## src/rtl/clasificador_entrada_pkg.sv

```systemverilog
// Shared word layout and constants for the ingress classifier and the class arbiter.
// The arbiter decodes the same class/destination bit positions.
package clasificador_entrada_pkg;

  localparam int WORD_SIZE   = 12;
  localparam int CNT_W       = 8;
  localparam int NUM_CLASSES = 4;

  localparam int CLASS_MSB = WORD_SIZE - 1;
  localparam int CLASS_LSB = WORD_SIZE - 2;
  localparam int DEST_MSB  = WORD_SIZE - 3;
  localparam int DEST_LSB  = WORD_SIZE - 4;

  typedef enum logic [1:0] {
    OCC_EMPTY = 2'd0,
    OCC_ONE   = 2'd1,
    OCC_FULL  = 2'd2
  } occ_t;

endpackage

```

## src/rtl/clasificador_entrada_skid_buffer2.sv

```systemverilog
// Two-entry in-order skid buffer; entry0 is always the head.
// state     | meaning
// OCC_EMPTY | nothing buffered, head invalid
// OCC_ONE   | entry0 holds the head
// OCC_FULL  | entry0 head, entry1 next; upstream stalled
module skid_buffer2
  import clasificador_entrada_pkg::*;
#(
  parameter int WIDTH = WORD_SIZE
) (
  input  logic             clk,
  input  logic             reset,
  input  logic             in_valid,
  input  logic [WIDTH-1:0] in_data,
  output logic             in_ready,
  output logic [WIDTH-1:0] head,
  output logic             head_valid,
  input  logic             pop
);

  occ_t             state, state_next;
  logic [WIDTH-1:0] entry0, entry1;
  logic             accept;
  logic             load0, load1, shift;

  assign in_ready   = (state != OCC_FULL);
  assign head_valid = (state != OCC_EMPTY);
  assign head       = entry0;
  assign accept     = in_valid & in_ready;

  always_ff @(posedge clk or posedge reset) begin
    if (reset) begin
      state  <= OCC_EMPTY;
      entry0 <= '0;
      entry1 <= '0;
    end else begin
      state <= state_next;
      if (load0)
        entry0 <= in_data;
      else if (shift)
        entry0 <= entry1;
      if (load1)
        entry1 <= in_data;
    end
  end

  always_comb begin
    state_next = state;
    load0      = 1'b0;
    load1      = 1'b0;
    shift      = 1'b0;
    case (state)
      OCC_EMPTY: begin
        if (accept) begin
          load0      = 1'b1;
          state_next = OCC_ONE;
        end
      end
      OCC_ONE: begin
        // Accept with pop replaces the head in place, keeping occupancy.
        case ({accept, pop})
          2'b11: load0 = 1'b1;
          2'b10: begin
            load1      = 1'b1;
            state_next = OCC_FULL;
          end
          2'b01: state_next = OCC_EMPTY;
          default: state_next = OCC_ONE;
        endcase
      end
      OCC_FULL: begin
        if (pop) begin
          shift      = 1'b1;
          state_next = OCC_ONE;
        end
      end
      default: state_next = OCC_EMPTY;
    endcase
  end

endmodule

```

## src/rtl/clasificador_entrada.sv

```systemverilog
// Ingress writer: steers buffered words into four class FIFOs by class bits,
// stalling in order on the target FIFO's almost_full, with per-class push counters.
module clasificador_entrada
  import clasificador_entrada_pkg::*;
#(
  parameter int WORD_SIZE = clasificador_entrada_pkg::WORD_SIZE,
  parameter int CNT_W     = clasificador_entrada_pkg::CNT_W
) (
  input  logic                   clk,
  input  logic                   reset,
  input  logic                   in_valid,
  input  logic [WORD_SIZE-1:0]   in_data,
  output logic                   in_ready,
  input  logic [NUM_CLASSES-1:0] fifos_almost_full,
  output logic [NUM_CLASSES-1:0] fifos_push,
  output logic [WORD_SIZE-1:0]   fifo_data_out,
  input  logic [1:0]             cnt_sel,
  output logic [CNT_W-1:0]       cnt_out
);

  logic [WORD_SIZE-1:0] head;
  logic                 head_valid;
  logic [1:0]           head_class;
  logic                 issue;
  logic [CNT_W-1:0]     cnt [NUM_CLASSES];

  skid_buffer2 #(
    .WIDTH (WORD_SIZE)
  ) u_skid (
    .clk        (clk),
    .reset      (reset),
    .in_valid   (in_valid),
    .in_data    (in_data),
    .in_ready   (in_ready),
    .head       (head),
    .head_valid (head_valid),
    .pop        (issue)
  );

  assign head_class = head[CLASS_MSB:CLASS_LSB];
  // Head-of-line blocking is deliberate: a stalled head holds back every later class.
  assign issue      = head_valid & ~fifos_almost_full[head_class];
  assign cnt_out    = cnt[cnt_sel];

  always_ff @(posedge clk or posedge reset) begin
    if (reset) begin
      fifos_push    <= '0;
      fifo_data_out <= '0;
      for (int i = 0; i < NUM_CLASSES; i++)
        cnt[i] <= '0;
    end else begin
      if (issue) begin
        fifos_push      <= (NUM_CLASSES)'(1) << head_class;
        fifo_data_out   <= head;
        cnt[head_class] <= cnt[head_class] + 1'b1;
      end else begin
        fifos_push <= '0;
      end
    end
  end

endmodule

```

## config.mk

```make
export PLATFORM = sky130hd
export DESIGN_NAME = clasificador_entrada
export DESIGN_NICKNAME = d
export VERILOG_FILES = /design/src/rtl/clasificador_entrada_pkg.sv /design/src/rtl/clasificador_entrada_skid_buffer2.sv /design/src/rtl/clasificador_entrada.sv
export SDC_FILE = /design/constraint.sdc
export NUM_CORES = 1
export LEC_CHECK = 0
export BUFFER_PORTS_ARGS = -buffer_cell sky130_fd_sc_hd__buf_2
export CAP_MARGIN = 30
export CORE_UTILIZATION = 50
export CTS_CLUSTER_DIAMETER = 150
export DETAILED_ROUTE_END_ITERATION = 10
export GPL_TIMING_DRIVEN = 0
export HOLD_SLACK_MARGIN = 0.12
export PLACE_DENSITY = 0.71
export SYNTH_ARGS = -nofsm -noshare
export SYNTH_HDL_FRONTEND = slang
export SYNTH_SLANG_ARGS = --single-unit
```

## constraint.sdc

```tcl
create_clock -name clk -period 3.8 [get_ports clk]
set_input_delay 0.95 -clock clk [delete_from_list [all_inputs] [get_ports clk]]
set_output_delay 0.95 -clock clk [all_outputs]
set_load 0.1 [all_outputs]
```

==> key figures <==
Run status
  • Status: complete, no violations

Global routing
  • GRT Residual Overflow: 0
  • Vias in the first global route: 2,330
  • GRT Overall Usage: 0.204
  • Global-route wire length before repair: about 11 mm
  • Largest net degree at the start of global routing: 54
  • Initial antenna violation count: 0

STA
  • RSZ-0062 raised after global routing: no
  • Worst slew margin: 0.510
  • Final hold violations: 0
  • # setup viols final: 0
  • Fmax: 0.297 GHz
  • Final-report max-slew violation count: 0
  • Setup TNS: 0 ps
  • Min Tclk post-route: around 3400 ps
  • Tightest Pin Transition: ~730 ps
  • Tcrit/Tclk final: 0.885
  • Layout Skew: between 8 and 9 ps

Route
  • Initial DRC count: between 100 and 150
  • Routed vias: 2,358
  • Antenna-violating nets left: 0
  • Routed Wire Length: approximately 7 mm
  • DRC: 0
  • Routed len/inst: between 15 and 20 um
  • Drt via density: between 5 and 6
  • Pre-Repair DR Iteration Count: 4

Yosys
  • Top cells by area, synth: dfrtp_1, mux2_2, mux4_2
  • Mapped Area: 3520 sq um
  • Post-synth top cells: dfrtp_1, mux2_2, nand2_1
  • Ys Warns: 0
  • Post-synth top area share: 0.526
  • Ys flop type: dfrtp_1
  • Count leader, synth: dfrtp_1
  • Syn Area/Cell: approximately 13 sq um
  • Post-synthesis sequential area ratio: 0.526
  • Mapped Nets: roughly 300
  • Distinct cell type count after synthesis: 38
  • Post-synthesis sequential element count: between 70 and 80
  • Post-synth EDFFs: 0
  • Mapped Cells: ~270
  • Asr flop ratio synth: 1.00
  • Synth area leader: dfrtp_1

Placement
  • Port bufs: between 40 and 50
  • Placed cell area: around 4000 sq um
  • GPL Wtd Cong: ~0.77
  • Dpl hpwl: 4.68 mm

Critical path
  • Crit end category: primary output
  • CP required: around 2900 ps
  • CP Launch Type: input port
  • Crit Path Class: in -> out
  • Critical path fanouts, max: 8
  • Cell Chain, Critical Path: clkbuf_1 -> mux4_2 -> buf_2
  • Slowest stage cell, crit path: mux4_2
  • Crit path largest cell delay: roughly 610 ps
  • CP arrival: roughly 2400 ps

CTS
  • Root Driver: clkbuf_8
  • Clk_lat worst skew: approximately 350 ps
  • Post-CTS setup buffer count: 0
  • Hold Buf Count CTS: 0
  • Clk sinks: 74
  • Post_cts resized: 0
  • CTS tree: yes
  • Clk slew on worst S/H paths: about 70 ps
  • TritonCTS Buffers: 9
  • CTS Buffer Depth: 2
  • Maximum level of the CTS H-tree: 3

Finish
  • Post-Layout Inst Area: a little over 4000 sq um
  • Fillers: between 500 and 600
  • Nets: ~350
  • Share of layout cells above drive strength 1: 0.407
  • N_diodes: 0
  • P&R area growth vs syn: 17.3%

Flow run
  • Maxcap violations: 0

Die
  • Die area: 7380 sq um
  • Die W: roughly 86 um
  • Chip height: around 86 um
  • Std-Cell Core Area: 6790 sq um
  • Initial core utilization: 0.518
  • Site row count: 30
  • Top Ports: 46

Hold path
  • Hold Crit Class: reg -> reg
## kinds of logic (layout without fill, tap and decap cells)
kind of cell | Yosys count | after routing | share of synthesized area
flip-flops | 74 | 74 | 0.526
AND/OR/NAND/NOR | 68 | 68 | 0.0935
multiplexers | 66 | 66 | 0.266
AO/OA/AOI/OAI | 38 | 38 | 0.0629
buffers and inverters | 22 | 82 | 0.0327
adder cells (fa/ha/maj) | 3 | 3 | 0.0107
XOR/XNOR | 3 | 3 | 0.00747
## sequential cells by signal, indices dropped and copies added (netlist names)
signal and count:
cnt 32, fifo_data_out 12, u_skid.entry1 12, u_skid.head 12
u_skid.state 2, fifos_push 4
## worst max-delay path, delay by kind of cell
family   cells  cell delay [ps]
buf+inv      2              850
mux          1              610
## per-layer routing
layer | up-vias | track usage | part of all wire | routed length [um]
li1 | 1116 | - | - | -
met4 | 0 | 0.0621 | 0.011 | 73
met2 | 50 | 0.348 | 0.50 | 3470
met3 | 6 | 0.0587 | 0.036 | 247
met1 | 1186 | 0.253 | 0.45 | 3080
met5 | - | 0 | 0 | 0
## worst paths after layout
check | from | end | slack [ps] | cells past startpoint
setup / recovery | cnt_sel[0] | cnt_out[1] | 440 | 3
hold / removal | fifo_data_out[5] | fifo_data_out[5] | 500 | 1
setup reg to reg | u_skid.head[11] | u_skid.head[1] | 670 | 12
hold reg to reg | fifo_data_out[5] | fifo_data_out[5] | 500 | 1
max in group asynchronous | reset | cnt[17] | 2700 | 3
min in group asynchronous | reset | cnt[7] | 550 | 2
## through the flow
| stage | worst slack, ps | cells | util | hold slack, ps |
|---|---|---|---|---|
| after global placement | 94.5 | 413 | 0.567 | 476 |
| after floorplan | 640 | 274 | - | 454 |
| after CTS | 403 | 430 | 0.607 | 506 |
| final | 438 | 430 | 0.607 | 503 |
| after global routing | 330 | 430 | 0.607 | 524 |
| after detailed placement | 160 | 414 | 0.572 | 487 |
## placed cells by master, fill, tap and decap left out, types with 5 or more instances in the layout
| cell type | instances |
|---|---|
| a31oi_1 | 10 |
| buf_2 | 48 |
| clkbuf_1 | 5 |
| clkbuf_8 | 9 |
| dfrtp_1 | 74 |
| mux2_2 | 49 |
| mux4_2 | 12 |
| nand2_1 | 33 |
| nor2_1 | 14 |
| o21ai_0 | 21 |
## layout make-up
class / instances / area [sq um] / area share
Sequential cell: 74 / 1850 / 0.449
Buffer: 15 / 88.8 / 0.0215
Inverter: 7 / 28.8 / 0.00697
Timing Repair Buffer: 44 / 243 / 0.0588
Clock buffer: 10 / 128 / 0.0309
Clock inverter: 6 / 115 / 0.0279
Tap cell: 96 / 120 / 0.0291
Multi-Input combinational cell: 178 / 1550 / 0.376
Power is not shown: default switching activity piles up to over one toggle a cycle in this logic, so the estimate is an artifact.
